<file path="config.mk">
export PLATFORM = sky130hd
export DESIGN_NAME = fdiv_share_arbiter_flat
export DESIGN_NICKNAME = d
export VERILOG_FILES = /design/src/rtl/fdiv_share_arbiter_if.sv /design/src/rtl/fdiv_share_arbiter.sv /design/src/flat_wrapper.sv
export SDC_FILE = /design/constraint.sdc
export NUM_CORES = 1
export LEC_CHECK = 0
export BUFFER_PORTS_ARGS = -buffer_cell sky130_fd_sc_hd__buf_2
export CAP_MARGIN = 20
export CORE_AREA = 2 2 130 132
export DETAILED_ROUTE_END_ITERATION = 10
export DIE_AREA = 0 0 132 134
export PLACE_DENSITY = 0.67
export RECOVER_POWER = 50
export SYNTH_ARGS = -nofsm -noshare
export SYNTH_HDL_FRONTEND = slang
export SYNTH_SLANG_ARGS = --single-unit
</file>
<file path="constraint.sdc">
create_clock -name clk -period 15.1 [get_ports clk]
set_clock_uncertainty 0.05 [all_clocks]
set_input_delay 4.53 -clock clk [delete_from_list [all_inputs] [get_ports clk]]
set_output_delay 4.53 -clock clk [all_outputs]
set_load 0.02 [all_outputs]
</file>
<file path="src/rtl/fdiv_share_arbiter_if.sv">
// Bundle between the FP issue ports, the shared div/sqrt unit and writeback.
// FDIV_ARB_PERF_EN adds the two performance counter outputs.
interface fdiv_share_arbiter_if #(
  parameter int unsigned NUM_REQ    = 2,
  parameter int unsigned XLEN       = 32,
  parameter int unsigned ROB_WIDTH  = 6,
  parameter int unsigned PREG_WIDTH = 7
);
  localparam int unsigned SRC_W = $clog2(NUM_REQ);

  logic [2:0]                   frm;
  logic [NUM_REQ-1:0]           req_valid;
  logic [NUM_REQ-1:0]           req_ready;
  logic [NUM_REQ-1:0]           req_div;
  logic [NUM_REQ*3-1:0]         req_rm;
  logic [NUM_REQ*XLEN-1:0]      req_rs1;
  logic [NUM_REQ*XLEN-1:0]      req_rs2;
  logic [NUM_REQ*ROB_WIDTH-1:0] req_rob_idx;
  logic [NUM_REQ*PREG_WIDTH-1:0] req_rd;
  logic                         redirect;
  logic [ROB_WIDTH-1:0]         redirect_idx;
  logic                         unit_div_start;
  logic                         unit_sqrt_start;
  logic [XLEN-1:0]              unit_a;
  logic [XLEN-1:0]              unit_b;
  logic [2:0]                   unit_rm;
  logic                         unit_kill;
  logic                         unit_done;
  logic [XLEN-1:0]              unit_res;
  logic [4:0]                   unit_fflags;
  logic                         wb_valid;
  logic                         wb_ready;
  logic [XLEN-1:0]              wb_res;
  logic [4:0]                   wb_fflags;
  logic [PREG_WIDTH-1:0]        wb_rd;
  logic [ROB_WIDTH-1:0]         wb_rob_idx;
  logic [SRC_W-1:0]             wb_src;
  logic                         busy;
`ifdef FDIV_ARB_PERF_EN
  logic [31:0]                  perf_busy_cnt;
  logic [31:0]                  perf_conflict_cnt;
`endif

  // Arbiter view
  modport slave (
    input  frm, req_valid, req_div, req_rm, req_rs1, req_rs2, req_rob_idx, req_rd,
    input  redirect, redirect_idx, unit_done, unit_res, unit_fflags, wb_ready,
    output req_ready, unit_div_start, unit_sqrt_start, unit_a, unit_b, unit_rm,
    output unit_kill, wb_valid, wb_res, wb_fflags, wb_rd, wb_rob_idx, wb_src,
    output busy
`ifdef FDIV_ARB_PERF_EN
    , output perf_busy_cnt, perf_conflict_cnt
`endif
  );

  // Environment view (issue queues, unit, writeback)
  modport master (
    output frm, req_valid, req_div, req_rm, req_rs1, req_rs2, req_rob_idx, req_rd,
    output redirect, redirect_idx, unit_done, unit_res, unit_fflags, wb_ready,
    input  req_ready, unit_div_start, unit_sqrt_start, unit_a, unit_b, unit_rm,
    input  unit_kill, wb_valid, wb_res, wb_fflags, wb_rd, wb_rob_idx, wb_src,
    input  busy
`ifdef FDIV_ARB_PERF_EN
    , input perf_busy_cnt, perf_conflict_cnt
`endif
  );
endinterface

</file>
<file path="src/rtl/fdiv_share_arbiter.sv">
// Round-robin sharing of one iterative FP div/sqrt unit between NUM_REQ issue ports.
// Optional FDIV_ARB_PERF_EN adds saturating busy/conflict performance counters.
module fdiv_share_arbiter #(
  parameter int unsigned NUM_REQ    = 2,
  parameter int unsigned XLEN       = 32,
  parameter int unsigned ROB_WIDTH  = 6,
  parameter int unsigned PREG_WIDTH = 7
) (
  input  logic                clk,
  input  logic                rst,
  fdiv_share_arbiter_if.slave io
);
  localparam int unsigned SRC_W = $clog2(NUM_REQ);

  typedef enum logic [1:0] {S_IDLE, S_ISSUE, S_BUSY, S_RESP} state_e;

  state_e                  state_q, state_d;
  logic [SRC_W-1:0]        rr_q, rr_d;
  logic [XLEN-1:0]         a_q, b_q, res_q;
  logic [2:0]              rm_q;
  logic                    div_q;
  logic [ROB_WIDTH-1:0]    rob_q;
  logic [PREG_WIDTH-1:0]   rd_q;
  logic [SRC_W-1:0]        src_q;
  logic [4:0]              fflags_q;

  logic [2:0]              rm_arr  [NUM_REQ];
  logic [XLEN-1:0]         rs1_arr [NUM_REQ];
  logic [XLEN-1:0]         rs2_arr [NUM_REQ];
  logic [ROB_WIDTH-1:0]    rob_arr [NUM_REQ];
  logic [PREG_WIDTH-1:0]   rd_arr  [NUM_REQ];
  logic [NUM_REQ-1:0]      req_flush;

  logic                    grant_vld;
  logic [SRC_W-1:0]        grant_idx;
  logic [SRC_W:0]          cand_sum;
  logic [SRC_W-1:0]        cand;
  logic                    op_flush;
  logic                    accept;
  logic                    capture;
  logic [NUM_REQ-1:0]      req_ready;
  logic                    div_start, sqrt_start, kill, wb_valid;
  logic [2:0]              rm_sel;

  function automatic logic is_older(input logic [ROB_WIDTH-1:0] a,
                                    input logic [ROB_WIDTH-1:0] b);
    logic same_flag;
    same_flag = (a[ROB_WIDTH-1] == b[ROB_WIDTH-1]);
    return same_flag ? (a[ROB_WIDTH-2:0] < b[ROB_WIDTH-2:0])
                     : (a[ROB_WIDTH-2:0] > b[ROB_WIDTH-2:0]);
  endfunction

  // Equal robIdx counts as flushed since it is not strictly older
  function automatic logic is_flushed(input logic [ROB_WIDTH-1:0] r,
                                      input logic redir,
                                      input logic [ROB_WIDTH-1:0] ridx);
    return redir && !is_older(r, ridx);
  endfunction

  // Unpack the flat request buses per port
  always_comb begin
    for (int k = 0; k < NUM_REQ; k++) begin
      rm_arr[k]    = io.req_rm[k*3 +: 3];
      rs1_arr[k]   = io.req_rs1[k*XLEN +: XLEN];
      rs2_arr[k]   = io.req_rs2[k*XLEN +: XLEN];
      rob_arr[k]   = io.req_rob_idx[k*ROB_WIDTH +: ROB_WIDTH];
      rd_arr[k]    = io.req_rd[k*PREG_WIDTH +: PREG_WIDTH];
      req_flush[k] = is_flushed(rob_arr[k], io.redirect, io.redirect_idx);
    end
  end

  // Round-robin search starting at rr_q, skipping flushed requests
  always_comb begin
    grant_vld = 1'b0;
    grant_idx = '0;
    cand_sum  = '0;
    cand      = '0;
    for (int k = 0; k < NUM_REQ; k++) begin
      cand_sum = (SRC_W+1)'(rr_q) + (SRC_W+1)'(k);
      cand = (cand_sum >= (SRC_W+1)'(NUM_REQ)) ? SRC_W'(cand_sum - (SRC_W+1)'(NUM_REQ))
                                                : SRC_W'(cand_sum);
      if (!grant_vld && io.req_valid[cand] && !req_flush[cand]) begin
        grant_vld = 1'b1;
        grant_idx = cand;
      end
    end
  end

  always_comb begin
    state_d    = state_q;
    rr_d       = rr_q;
    req_ready  = '0;
    accept     = 1'b0;
    capture    = 1'b0;
    div_start  = 1'b0;
    sqrt_start = 1'b0;
    kill       = 1'b0;
    wb_valid   = 1'b0;
    op_flush   = is_flushed(rob_q, io.redirect, io.redirect_idx);
    unique case (state_q)
      S_IDLE: begin
        if (grant_vld) begin
          req_ready = {{(NUM_REQ-1){1'b0}}, 1'b1} << grant_idx;
          accept    = 1'b1;
          rr_d      = (grant_idx == SRC_W'(NUM_REQ-1)) ? '0 : grant_idx + SRC_W'(1);
          state_d   = S_ISSUE;
        end
      end
      S_ISSUE: begin
        if (op_flush) begin
          state_d = S_IDLE;
        end else begin
          div_start  = div_q;
          sqrt_start = !div_q;
          state_d    = S_BUSY;
        end
      end
      S_BUSY: begin
        // A flush wins over a simultaneous done; that result is dropped
        if (op_flush) begin
          kill    = 1'b1;
          state_d = S_IDLE;
        end else if (io.unit_done) begin
          capture = 1'b1;
          state_d = S_RESP;
        end
      end
      S_RESP: begin
        if (op_flush) begin
          state_d = S_IDLE;
        end else begin
          wb_valid = 1'b1;
          if (io.wb_ready) state_d = S_IDLE;
        end
      end
      default: state_d = S_IDLE;
    endcase
    if (!rst) begin
      req_ready  = '0;
      accept     = 1'b0;
      capture    = 1'b0;
      div_start  = 1'b0;
      sqrt_start = 1'b0;
      kill       = 1'b0;
      wb_valid   = 1'b0;
    end
  end

  always_ff @(posedge clk) begin
    if (!rst) begin
      state_q <= S_IDLE;
      rr_q    <= '0;
    end else begin
      state_q <= state_d;
      rr_q    <= rr_d;
    end
  end

  assign rm_sel = rm_arr[grant_idx];

  // Operand/result holding registers, intentionally without reset
  always_ff @(posedge clk) begin
    if (accept) begin
      a_q   <= rs1_arr[grant_idx];
      b_q   <= rs2_arr[grant_idx];
      div_q <= io.req_div[grant_idx];
      rm_q  <= (rm_sel == 3'b111) ? io.frm : rm_sel;
      rob_q <= rob_arr[grant_idx];
      rd_q  <= rd_arr[grant_idx];
      src_q <= grant_idx;
    end
    if (capture) begin
      res_q    <= io.unit_res;
      fflags_q <= io.unit_fflags;
    end
  end

  assign io.req_ready       = req_ready;
  assign io.unit_div_start  = div_start;
  assign io.unit_sqrt_start = sqrt_start;
  assign io.unit_a          = a_q;
  assign io.unit_b          = b_q;
  assign io.unit_rm         = rm_q;
  assign io.unit_kill       = kill;
  assign io.wb_valid        = wb_valid;
  assign io.wb_res          = res_q;
  assign io.wb_fflags       = fflags_q;
  assign io.wb_rd           = rd_q;
  assign io.wb_rob_idx      = rob_q;
  assign io.wb_src          = src_q;
  assign io.busy            = (state_q != S_IDLE);

`ifdef FDIV_ARB_PERF_EN
  logic [31:0] perf_busy_q;
  logic [31:0] perf_conf_q;

  // Saturating utilisation and contention counters
  always_ff @(posedge clk) begin
    if (!rst) begin
      perf_busy_q <= '0;
      perf_conf_q <= '0;
    end else begin
      if ((state_q != S_IDLE) && !(&perf_busy_q)) perf_busy_q <= perf_busy_q + 32'd1;
      if ((|(io.req_valid & ~req_ready)) && !(&perf_conf_q)) perf_conf_q <= perf_conf_q + 32'd1;
    end
  end

  assign io.perf_busy_cnt     = perf_busy_q;
  assign io.perf_conflict_cnt = perf_conf_q;
`else
  // Counters and their ports are absent in this build
`endif

endmodule
</file>
<file path="src/flat_wrapper.sv">
// flat-port wrapper written by rule: the top's interface ports become plain ports
module fdiv_share_arbiter_flat 
#(
  parameter int unsigned NUM_REQ    = 2,
  parameter int unsigned XLEN       = 32,
  parameter int unsigned ROB_WIDTH  = 6,
  parameter int unsigned PREG_WIDTH = 7
)
  (clk, rst, io_frm, io_req_valid, io_req_div, io_req_rm, io_req_rs1, io_req_rs2, io_req_rob_idx, io_req_rd, io_redirect, io_redirect_idx, io_unit_done, io_unit_res, io_unit_fflags, io_wb_ready, io_req_ready, io_unit_div_start, io_unit_sqrt_start, io_unit_a, io_unit_b, io_unit_rm, io_unit_kill, io_wb_valid, io_wb_res, io_wb_fflags, io_wb_rd, io_wb_rob_idx, io_wb_src, io_busy);
  fdiv_share_arbiter_if #(.NUM_REQ(NUM_REQ), .XLEN(XLEN), .ROB_WIDTH(ROB_WIDTH), .PREG_WIDTH(PREG_WIDTH)) io_i ();
  input  logic clk;
  input  logic rst;
  input wire logic [$bits(io_i.frm)-1:0] io_frm;
  input wire logic [$bits(io_i.req_valid)-1:0] io_req_valid;
  input wire logic [$bits(io_i.req_div)-1:0] io_req_div;
  input wire logic [$bits(io_i.req_rm)-1:0] io_req_rm;
  input wire logic [$bits(io_i.req_rs1)-1:0] io_req_rs1;
  input wire logic [$bits(io_i.req_rs2)-1:0] io_req_rs2;
  input wire logic [$bits(io_i.req_rob_idx)-1:0] io_req_rob_idx;
  input wire logic [$bits(io_i.req_rd)-1:0] io_req_rd;
  input wire logic [$bits(io_i.redirect)-1:0] io_redirect;
  input wire logic [$bits(io_i.redirect_idx)-1:0] io_redirect_idx;
  input wire logic [$bits(io_i.unit_done)-1:0] io_unit_done;
  input wire logic [$bits(io_i.unit_res)-1:0] io_unit_res;
  input wire logic [$bits(io_i.unit_fflags)-1:0] io_unit_fflags;
  input wire logic [$bits(io_i.wb_ready)-1:0] io_wb_ready;
  output wire logic [$bits(io_i.req_ready)-1:0] io_req_ready;
  output wire logic [$bits(io_i.unit_div_start)-1:0] io_unit_div_start;
  output wire logic [$bits(io_i.unit_sqrt_start)-1:0] io_unit_sqrt_start;
  output wire logic [$bits(io_i.unit_a)-1:0] io_unit_a;
  output wire logic [$bits(io_i.unit_b)-1:0] io_unit_b;
  output wire logic [$bits(io_i.unit_rm)-1:0] io_unit_rm;
  output wire logic [$bits(io_i.unit_kill)-1:0] io_unit_kill;
  output wire logic [$bits(io_i.wb_valid)-1:0] io_wb_valid;
  output wire logic [$bits(io_i.wb_res)-1:0] io_wb_res;
  output wire logic [$bits(io_i.wb_fflags)-1:0] io_wb_fflags;
  output wire logic [$bits(io_i.wb_rd)-1:0] io_wb_rd;
  output wire logic [$bits(io_i.wb_rob_idx)-1:0] io_wb_rob_idx;
  output wire logic [$bits(io_i.wb_src)-1:0] io_wb_src;
  output wire logic [$bits(io_i.busy)-1:0] io_busy;
  assign io_i.frm = io_frm;
  assign io_i.req_valid = io_req_valid;
  assign io_i.req_div = io_req_div;
  assign io_i.req_rm = io_req_rm;
  assign io_i.req_rs1 = io_req_rs1;
  assign io_i.req_rs2 = io_req_rs2;
  assign io_i.req_rob_idx = io_req_rob_idx;
  assign io_i.req_rd = io_req_rd;
  assign io_i.redirect = io_redirect;
  assign io_i.redirect_idx = io_redirect_idx;
  assign io_i.unit_done = io_unit_done;
  assign io_i.unit_res = io_unit_res;
  assign io_i.unit_fflags = io_unit_fflags;
  assign io_i.wb_ready = io_wb_ready;
  assign io_req_ready = io_i.req_ready;
  assign io_unit_div_start = io_i.unit_div_start;
  assign io_unit_sqrt_start = io_i.unit_sqrt_start;
  assign io_unit_a = io_i.unit_a;
  assign io_unit_b = io_i.unit_b;
  assign io_unit_rm = io_i.unit_rm;
  assign io_unit_kill = io_i.unit_kill;
  assign io_wb_valid = io_i.wb_valid;
  assign io_wb_res = io_i.wb_res;
  assign io_wb_fflags = io_i.wb_fflags;
  assign io_wb_rd = io_i.wb_rd;
  assign io_wb_rob_idx = io_i.wb_rob_idx;
  assign io_wb_src = io_i.wb_src;
  assign io_busy = io_i.busy;
  fdiv_share_arbiter #(.NUM_REQ(NUM_REQ), .XLEN(XLEN), .ROB_WIDTH(ROB_WIDTH), .PREG_WIDTH(PREG_WIDTH)) u_core (.clk(clk), .rst(rst), .io(io_i));
endmodule
</file>
==> results of run 1 <==
## layout by cell type, fill, tap and decap left out, types with 4 or more instances in the layout
cell       instances
o21ai_0            7
inv_1             16
clkbuf_16         17
clkbuf_1         121
and3_1             5
inv_6              6
ha_1              15
nand2_1           10
edfxtp_1         119
mux2_2            56
mux2_4            21
buf_2            218
a21oi_1            6
mux2i_1            4
## stage by stage
stage / hold WS (ns) / area (µm²)
global route: 0.555 / 7710
detailed placement: 0.517 / 7250
CTS: 0.531 / 7870
finish: 0.530 / 7710
floorplan: 0.468 / 5320
global placement: 0.512 / 7250
## cell type report
| cell class | instances | area, µm² | area share, % |
|---|---|---|---|
| clock inverter | 15 | 189 | 2.45 |
| tap | 220 | 275 | 3.57 |
| clock buffer | 17 | 425 | 5.52 |
| sequential | 122 | 3630 | 47.1 |
| inverter | 16 | 60.1 | 0.779 |
| multi-input combinational | 158 | 1560 | 20.2 |
| timing repair buffer | 342 | 1570 | 20.3 |
## per-layer routing
metal / vias up / GRT usage (%) / routed length (µm)
li1: 1895 / - / -
met1: 1861 / 15.9 / 5120
met2: 230 / 29.9 / 7810
met3: 24 / 5.74 / 1290
met4: 0 / 6.58 / 311
met5: - / 0 / 0
## logic make-up after synthesis
logic type	count (synthesis)	share of synthesized area, %
AND/OR/NAND/NOR	33	3.15
buffers and inverters	26	2.66
XOR/XNOR	3	0.494
adder cells (fa/ha/maj)	15	3.53
AO/OA/AOI/OAI	26	3.38
flip-flops	122	68.3
multiplexers	81	18.5
## sequential cells by signal (all words and copies together), names as in the netlist
signal,count
u_core.io.wb_res,32
u_core.state_q,2
u_core.io.unit_rm,3
u_core.rr_q,1
u_core.io.wb_fflags,5
u_core.io.unit_b,32
u_core.io.unit_a,32
u_core.io.wb_rob_idx,6
u_core.div_q,1
u_core.io.wb_src,1
u_core.io.wb_rd,7
## worst paths after layout
check | to | slack, ns
worst min register to register | u_core.rr_q$_SDFFE_PN0P_ | 0.53
worst min-delay path | u_core.rr_q$_SDFFE_PN0P_ | 0.53
worst max-delay path | io_req_ready[0] | 2.69
worst max register to register | u_core.io.wb_rob_idx[0]$_DFFE_PP_ | 11.81
## worst max-delay path, stage by stage
cell	delay (ns)
buf_2	0.08
inv_1	0.06
ha_1	0.34
a21oi_1	0.15
o21ai_0	0.16
o31ai_1	0.28
o21ai_0	0.20
nand2_1	0.13
and3_1	1.41
nor2b_1	0.29
buf_2	0.19
## power breakdown
part | switching [mW] | total (mW) | internal, mW
combinational | 0.0947 | 0.163 | 0.0678
sequential | 0.00850 | 0.417 | 0.408
clock | 0.159 | 0.422 | 0.263
total | 0.262 | 1.00 | 0.739
==> flow_summary.toml, run 1 <==
[layout]
utilization_pct = 47.3
post_route_cells_drive_above_1_share_pct = 49.7
nFillCells = 1518
syn_to_final_growth_pct = 44.9
antenna_cells = 0
layout.nets = 887
final_cells = 890

[worst_setup_path]
end_kind = "output port"
critPathArrivalTime_ns = 7.83
start_kind = "input pin"
r2r-start = "u_core.state_q[0]$_SDFFE_PN0P_"
worstPathMaxFanout = 37
required_ns = 10.52
crit_path_start = "io_redirect_idx[4]"
worstSetupPathType = "in2out"
r2r_cells = 3

[synth]
mappedNetlistNets = 536
synth_top_area_share_pct = 67.1
synth_most_common_cell = "edfxtp_1"
synth_seq_cells = 122
netlist-cell-type-count = 36
synth_area_leader_cell = "edfxtp_1"
synthArstFlopShare_pct = 0
synth_edf_count = 119
syn-cell-area_um2 = 5320
yosysWarnings = 0
synthTopCellsByCount = "119 x edfxtp_1, 56 x mux2_2, 21 x mux2_4"
synth_area_leaders = "edfxtp_1 67%, mux2_2 12%, mux2_4 5.9%"
synth_ff_type = "edfxtp_1"
avgSynthCellArea_um2 = 17.4
syn_inst = 306
ys_seq_area_share_pct = 68.3

[detailed_routing]
num_vias = 4010
wl_um = 14500
vias_per_cell = 4.51
drc = 0
dr.pass1.iters = 4
route.antenna.remaining_nets = 0
post_drt_wl_per_cell_um = 16.3
drt_first_iter_violations = 141

[global_route]
grt_overflow = 0
track_usage_pct = 15.9
antenna_found_initial = 0
grt_pass1_wl_um = 21500
grt_pass1_vias = 4224
grt_max_degree = 48

[power]
leakage_nw = 3.17
p_total_mw = 1.00
p_per_area_nw_per_um2 = 130
peakVddDrop_mv = 0.0652

[sta]
fmax_mhz = 80.6
setup_ws_ns = 2.69
final-setup-viol-count = 0
period_minus_slack_ns = 12.41
finalHoldViolations = 0
min_period_over_period_pct = 82.2
tightest_slew_ns = 1.86
maxSlewViolCount = 38
finalSetupTns_ns = 0
rsz0062_at_grt = "no"
max-slew-margin-rel_pct = -24.3

[floorplanning]
ios = 340
die_w_um = 132
row_count = 47
core_um2 = 16300
die_area_um2 = 17700
initial_core_util_pct = 32.7
die_h_um = 134

[clock_tree]
cts-hold-fix-buffers = 0
cts_resized = 0
cts_tree = "done"
clk_latency_ns = 0.41
clkTransAtPathRegs_ns = 0.05
cts_setup_buffers = 0
h-tree-depth = 4
clockBufferDepth = 2
clock_sinks = 122
cts_buffers = 17
cts-root-buf = "clkbuf_16"

[worst_hold_path]
holdPathStages = 2
holdCritStartpoint = "u_core.rr_q$_SDFFE_PN0P_"
hold_class = "reg2reg"

[job]
drv_cap = 1

[placement]
place_inst = 858
io_buffers = 339
gp_congestion = 0.903
hpwl_um = 11300
dp_slack_ns = 3.68

[outcome]
violations = "capacitance limit, slew limit"
status = "complete, but fails checks"
No activity file was read; power rests on OpenSTA's default activity.
==> run 2, diff against run 1 <==
--- a/config.mk
+++ b/config.mk
@@ -5,12 +5,13 @@
 export SDC_FILE = /design/constraint.sdc
 export NUM_CORES = 1
 export LEC_CHECK = 0
+export ABC_AREA = 1
 export BUFFER_PORTS_ARGS = -buffer_cell sky130_fd_sc_hd__buf_2
 export CAP_MARGIN = 20
-export CORE_AREA = 2 2 130 132
+export CORE_AREA = 2 2 134 136
 export DETAILED_ROUTE_END_ITERATION = 10
-export DIE_AREA = 0 0 132 134
-export PLACE_DENSITY = 0.67
+export DIE_AREA = 0 0 136 138
+export PLACE_DENSITY = 0.69
 export RECOVER_POWER = 50
 export SYNTH_ARGS = -nofsm -noshare
 export SYNTH_HDL_FRONTEND = slang
==> constraint.sdc (replaced) <==
create_clock -name clk -period 11.29 [get_ports clk]
set_clock_uncertainty 0.05 [all_clocks]
set_input_delay 3.387 -clock clk [delete_from_list [all_inputs] [get_ports clk]]
set_output_delay 3.387 -clock clk [all_outputs]
set_load 0.02 [all_outputs]
==> flow_summary.toml, run 2 <==
[floorplanning]
die_area_um2 = 18800
die_h_um = 138
ios = 340
initial_core_util_pct = 32.4
row_count = 49
core_um2 = 17500
die_w_um = 136

[sta]
period_minus_slack_ns = 9.18
fmax_mhz = 109
maxSlewViolCount = 38
finalHoldViolations = 0
holdWs_ns = 0.554
final-setup-viol-count = 0
max-slew-margin-rel_pct = -38.0
tightest_slew_ns = 2.07
finalSetupTns_ns = 0
min_period_over_period_pct = 81.3
rsz0062_at_grt = "no"

[global_route]
grt_pass1_vias = 4735
grt_pass1_wl_um = 25200
track_usage_pct = 17.4
antenna_found_initial = 0
grt_overflow = 0
grt_max_degree = 90

[worst_setup_path]
worstPathMaxFanout = 28
worstSetupPathType = "in2out"
critPathArrivalTime_ns = 5.74
end_kind = "output port"
required_ns = 7.85
start_kind = "input pin"

[clock_tree]
clockBufferDepth = 2
cts_buffers = 17
clock_sinks = 122
cts_tree = "done"
h-tree-depth = 4
clkTransAtPathRegs_ns = 0.06
cts_setup_buffers = 0
cts_resized = 0
cts-hold-fix-buffers = 0
cts-root-buf = "clkbuf_16"
clk_latency_ns = 0.41

[synth]
netlist-cell-type-count = 32
synth_area_leader_cell = "edfxtp_1"
yosysWarnings = 0
synthArstFlopShare_pct = 0
mappedNetlistNets = 769
synth_edf_count = 119
synth_ff_type = "edfxtp_1"
syn-cell-area_um2 = 5680
syn_inst = 539
synth_area_leaders = "edfxtp_1 63%, nand2_1 17%, nand2_2 3.6%"
synth-compound-area-share_pct = 1.50
synth_top_family_by_area = "simple AND/OR/NAND/NOR gates"
synth_top_area_share_pct = 63.0
synth_seq_cells = 122
yosys.area_share.simple_pct = 25.4
synth_fa_ha_area_share_pct = 3.31
avgSynthCellArea_um2 = 10.5
ys_seq_area_share_pct = 64.0
yosys.area_share.xor_xnor_pct = 0
synth_most_common_cell = "nand2_1"
synthTopCellsByCount = "253 x nand2_1, 119 x edfxtp_1, 37 x inv_1"
synthMuxAreaShare_pct = 0

[layout]
layout_commonest_cell = "nand2_1"
nFillCells = 1766
layout.nets = 1111
final_cells = 1123
multi_input_area_um2 = 1720
seqCellArea_um2 = 3630
post_route_cells_drive_above_1_share_pct = 33.2
layout_common_cells = "254 x nand2_1, 218 x buf_2, 122 x clkbuf_1"
final_area_um2 = 7950
syn_to_final_growth_pct = 40.1
antenna_cells = 0

[job]
drv_cap = 1

[power]
peakVddDrop_mv = 0.108
p_per_area_nw_per_um2 = 205
leakage_nw = 3.71

[placement]
placedInstanceArea_um2 = 7520
io_buffers = 339
hpwl_um = 12400
place_inst = 1091
gp_congestion = 0.789

[outcome]
status = "complete, but fails checks"
violations = "capacitance limit, slew limit"

[detailed_routing]
dr.pass1.iters = 4
vias_per_cell = 4.36
drc = 0
route.antenna.remaining_nets = 0
drt_first_iter_violations = 203
wl_um = 16500
num_vias = 4900
post_drt_wl_per_cell_um = 14.7

[worst_hold_path]
hold_class = "reg2reg"
-- run 2: worst max-delay path, cell delays in order --
cell,delay (ns)
buf_2,0.08
inv_1,0.06
ha_1,0.32
a21oi_1,0.25
nand4_2,0.15
nand3_1,0.13
nand2_1,0.07
nand2_1,0.05
nand2_1,0.06
nand2_1,0.06
nand2_1,0.09
nor2_4,0.62
nand2_1,0.16
inv_1,0.09
buf_2,0.16
-- run 2: cell families (layout without fill, tap and decap cells) --
group                      Yosys count  count (layout)
AOI/OAI and AO/OA                   14              14
and+or+nand+nor                    330             330
DFF                                122             122
adders and majority gates           15              15
buffers and inverters               58             413
-- run 2: stage by stage --
step	setup slack, ns	total power, mW	utilization (%)
final	2.11	1.63	45.4
after global routing	1.74	1.72	45.4
after CTS	2.05	1.67	46.3
after detailed placement	2.06	1.11	42.9
after global placement	2.14	1.11	42.9
after floorplan	0.824	0.951	-
-- run 2: worst paths after layout --
check                                          from                                to  slack (ns)  cells past startpoint
hold reg to reg            u_core.rr_q$_SDFFE_PN0P_          u_core.rr_q$_SDFFE_PN0P_        0.55                      2
hold / removal             u_core.rr_q$_SDFFE_PN0P_          u_core.rr_q$_SDFFE_PN0P_        0.55                      2
setup reg to reg  u_core.io.wb_rob_idx[2]$_DFFE_PP_  u_core.io.wb_fflags[0]$_DFFE_PP_        7.65                     10
setup / recovery                 io_redirect_idx[4]                   io_req_ready[0]        2.11                     15
-- run 2: final cells by class --
cell class / instances / share of cell area, %
sequential: 122 / 45.7
multi-input combinational: 359 / 21.6
timing repair buffer: 341 / 19.6
clock buffer: 17 / 5.35
tap: 229 / 3.60
clock inverter: 15 / 2.23
inverter: 40 / 1.98
-- run 2: power by group --
part	internal, mW	switching, mW	total (mW)
Combinational	0.111	0.317	0.427
Sequential	0.621	0.0289	0.650
Clock	0.335	0.220	0.555
Total	1.07	0.566	1.63
-- run 2: routing by layer --
layer / wire (µm) / share of wire (%) / vias to the layer above / track usage, %
met5: 0 / 0 / - / 0
met4: 332 / 2.0 / 0 / 6.14
met3: 1210 / 7.4 / 23 / 4.95
met2: 8260 / 50 / 192 / 30.5
met1: 6700 / 41 / 2226 / 20.3
li1: - / - / 2459 / -
==> run 3, diff against run 2 <==
--- a/config.mk
+++ b/config.mk
@@ -8,9 +8,9 @@
 export ABC_AREA = 1
 export BUFFER_PORTS_ARGS = -buffer_cell sky130_fd_sc_hd__buf_2
 export CAP_MARGIN = 20
-export CORE_AREA = 2 2 134 136
+export CORE_AREA = 2 2 131 133
 export DETAILED_ROUTE_END_ITERATION = 10
-export DIE_AREA = 0 0 136 138
+export DIE_AREA = 0 0 133 135
 export PLACE_DENSITY = 0.69
 export RECOVER_POWER = 50
 export SYNTH_ARGS = -nofsm -noshare
==> constraint.sdc (replaced) <==
create_clock -name clk -period 9.21 [get_ports clk]
set_clock_uncertainty 0.05 [all_clocks]
set_input_delay 2.763 -clock clk [delete_from_list [all_inputs] [get_ports clk]]
set_output_delay 2.763 -clock clk [all_outputs]
set_load 0.02 [all_outputs]
==> flow_summary.toml, run 3 (synthesis gave the netlist of run 2 again) <==
[worst_setup_path]
cpMaxStageDelayCell = "nand2_8"
critPathArrivalTime_ns = 4.99
critPathBufInv = 6
r2r-start = "u_core.io.wb_rob_idx[4]$_DFFE_PP_"
start_kind = "input pin"
worstSetupPathType = "in2out"
path_common_cell = "nand2_1"
end_kind = "output port"
cp_num_cells = 15
max_stage_delay_ns = 0.49
worstPathMaxFanout = 89
crit_path_start = "io_redirect_idx[4]"
ff2ff_setup_slack_ns = 5.63
r2r_cells = 10
required_ns = 6.40
critPathTopFamily = "simple AND/OR/NAND/NOR gates"
cp-endpoint = "io_req_ready[0]"
cp_cell_sequence = "buf_2 > inv_1 > ha_1 > nand2_1 > inv_1 > nand2_1 > nand3_1 > nand2_1 > nand3_2 > nand2_1 > clkinvlp_2 > nand2_8 > nand2_1 > inv_1 > buf_2"
rr_endpoint = "u_core.io.wb_res[3]$_DFFE_PP_"

[global_route]
grt_max_degree = 90
grt_pass1_wl_um = 25400
grt_pass1_vias = 4899
antenna_found_initial = 1
top_usage_layer = "met2"
use_met1_pct = 20.0
track_usage_pct = 18.6
grt_overflow = 0
grt_use_met2_pct = 33.9
met3_usage_pct = 6.16

[power]
leakage_nw = 3.71
peakVddDrop_mv = 0.213
p_per_area_nw_per_um2 = 248

[floorplanning]
row_count = 47
die_w_um = 133
core_um2 = 16400
die_area_um2 = 18000
initial_core_util_pct = 34.6
die_h_um = 135
ios = 340

[job]
drv_cap = 1

[layout]
utilization_pct = 48.5
nFillCells = 1617
syn_to_final_growth_pct = 40.1
layout_common_cells = "255 x nand2_1, 220 x buf_2, 120 x clkbuf_1"
seqCellArea_um2 = 3630
layout.nets = 1112
layout_commonest_cell = "nand2_1"
multi_input_area_um2 = 1720
post_route_cells_drive_above_1_share_pct = 33.6

[placement]
dp_slack_ns = 1.63
io_buffers = 339
gp_congestion = 0.809
hpwl_um = 12700

[detailed_routing]
num_vias = 4927
wl_um = 17200
post_drt_wl_per_cell_um = 15.4
drt_first_iter_violations = 204
dr.pass1.iters = 4
route.antenna.remaining_nets = 0
vias_per_cell = 4.41
drc = 0

[worst_hold_path]
holdCritStartpoint = "u_core.rr_q$_SDFFE_PN0P_"
hold_class = "reg2reg"
holdPathStages = 2

[sta]
holdWs_ns = 0.554
fmax_mhz = 128
min_period_over_period_pct = 84.8
finalHoldViolations = 0
finalSetupTns_ns = 0
period_minus_slack_ns = 7.81
tightest_slew_ns = 2.06
setup_ws_ns = 1.40
final-setup-viol-count = 0
rsz0062_at_grt = "no"
max-slew-margin-rel_pct = -37.1
maxSlewViolCount = 38

[clock_tree]
clkTransAtPathRegs_ns = 0.06
clockBufferDepth = 2
cts-hold-fix-buffers = 0
cts_tree = "done"
cts_setup_buffers = 0
clk_latency_ns = 0.41
cts-root-buf = "clkbuf_16"
cts_buffers = 17
clock_sinks = 122
cts_resized = 0
h-tree-depth = 4

[outcome]
status = "complete, but fails checks"
violations = "capacitance limit, slew limit"
## run 3: worst min path at each step
stage	to	slack, ns
floorplan	u_core.rr_q$_SDFFE_PN0P_	0.54
global placement	u_core.rr_q$_SDFFE_PN0P_	0.54
detailed placement	u_core.rr_q$_SDFFE_PN0P_	0.54
CTS	u_core.rr_q$_SDFFE_PN0P_	0.55
global route	u_core.rr_q$_SDFFE_PN0P_	0.61
finish	u_core.rr_q$_SDFFE_PN0P_	0.55
## run 3: through the flow
step / power, mW / std cells / cell area (µm²)
3_5_place_dp: 1.36 / 1082 / 7510
5_1_grt: 2.08 / 1116 / 7950
3_3_place_gp: 1.35 / 1082 / 7510
2_1_floorplan: 1.16 / 539 / 5680
6_report: 1.97 / 1116 / 7950
4_1_cts: 2.01 / 1114 / 8080
## run 3: worst reg2reg max path: stages, from the launching register on
cell and delay, ns:
edfxtp_1 0.43, ha_1 0.32, nand2_1 0.07, nor2_1 0.14
nand2_1 0.08, nand3_1 0.07, nand2_1 0.05, nand3_1 0.20
nand2_1 0.13, nor3_2 0.11, clkbuf_1 1.48
## run 3: area by class of cell
class	instances	area share (%)
Inverter	40	1.94
Tap cell	220	3.46
Antenna cell	1	0.0315
Timing Repair Buffer	342	20.0
Sequential cell	122	45.7
Clock inverter	15	1.89
Multi-Input combinational cell	359	21.7
Clock buffer	17	5.35
## run 3: routing by layer
layer / share of wire, % / up-vias
li1: - / 2466
met1: 38 / 2231
met2: 53 / 202
met3: 7.0 / 28
met4: 2.7 / 0
met5: 0 / -
## run 3: report_power, final
| group | internal [mW] | total, mW | switching, mW |
|---|---|---|---|
| registers | 0.760 | 0.796 | 0.0362 |
| logic | 0.146 | 0.533 | 0.387 |
| clock network | 0.359 | 0.639 | 0.280 |
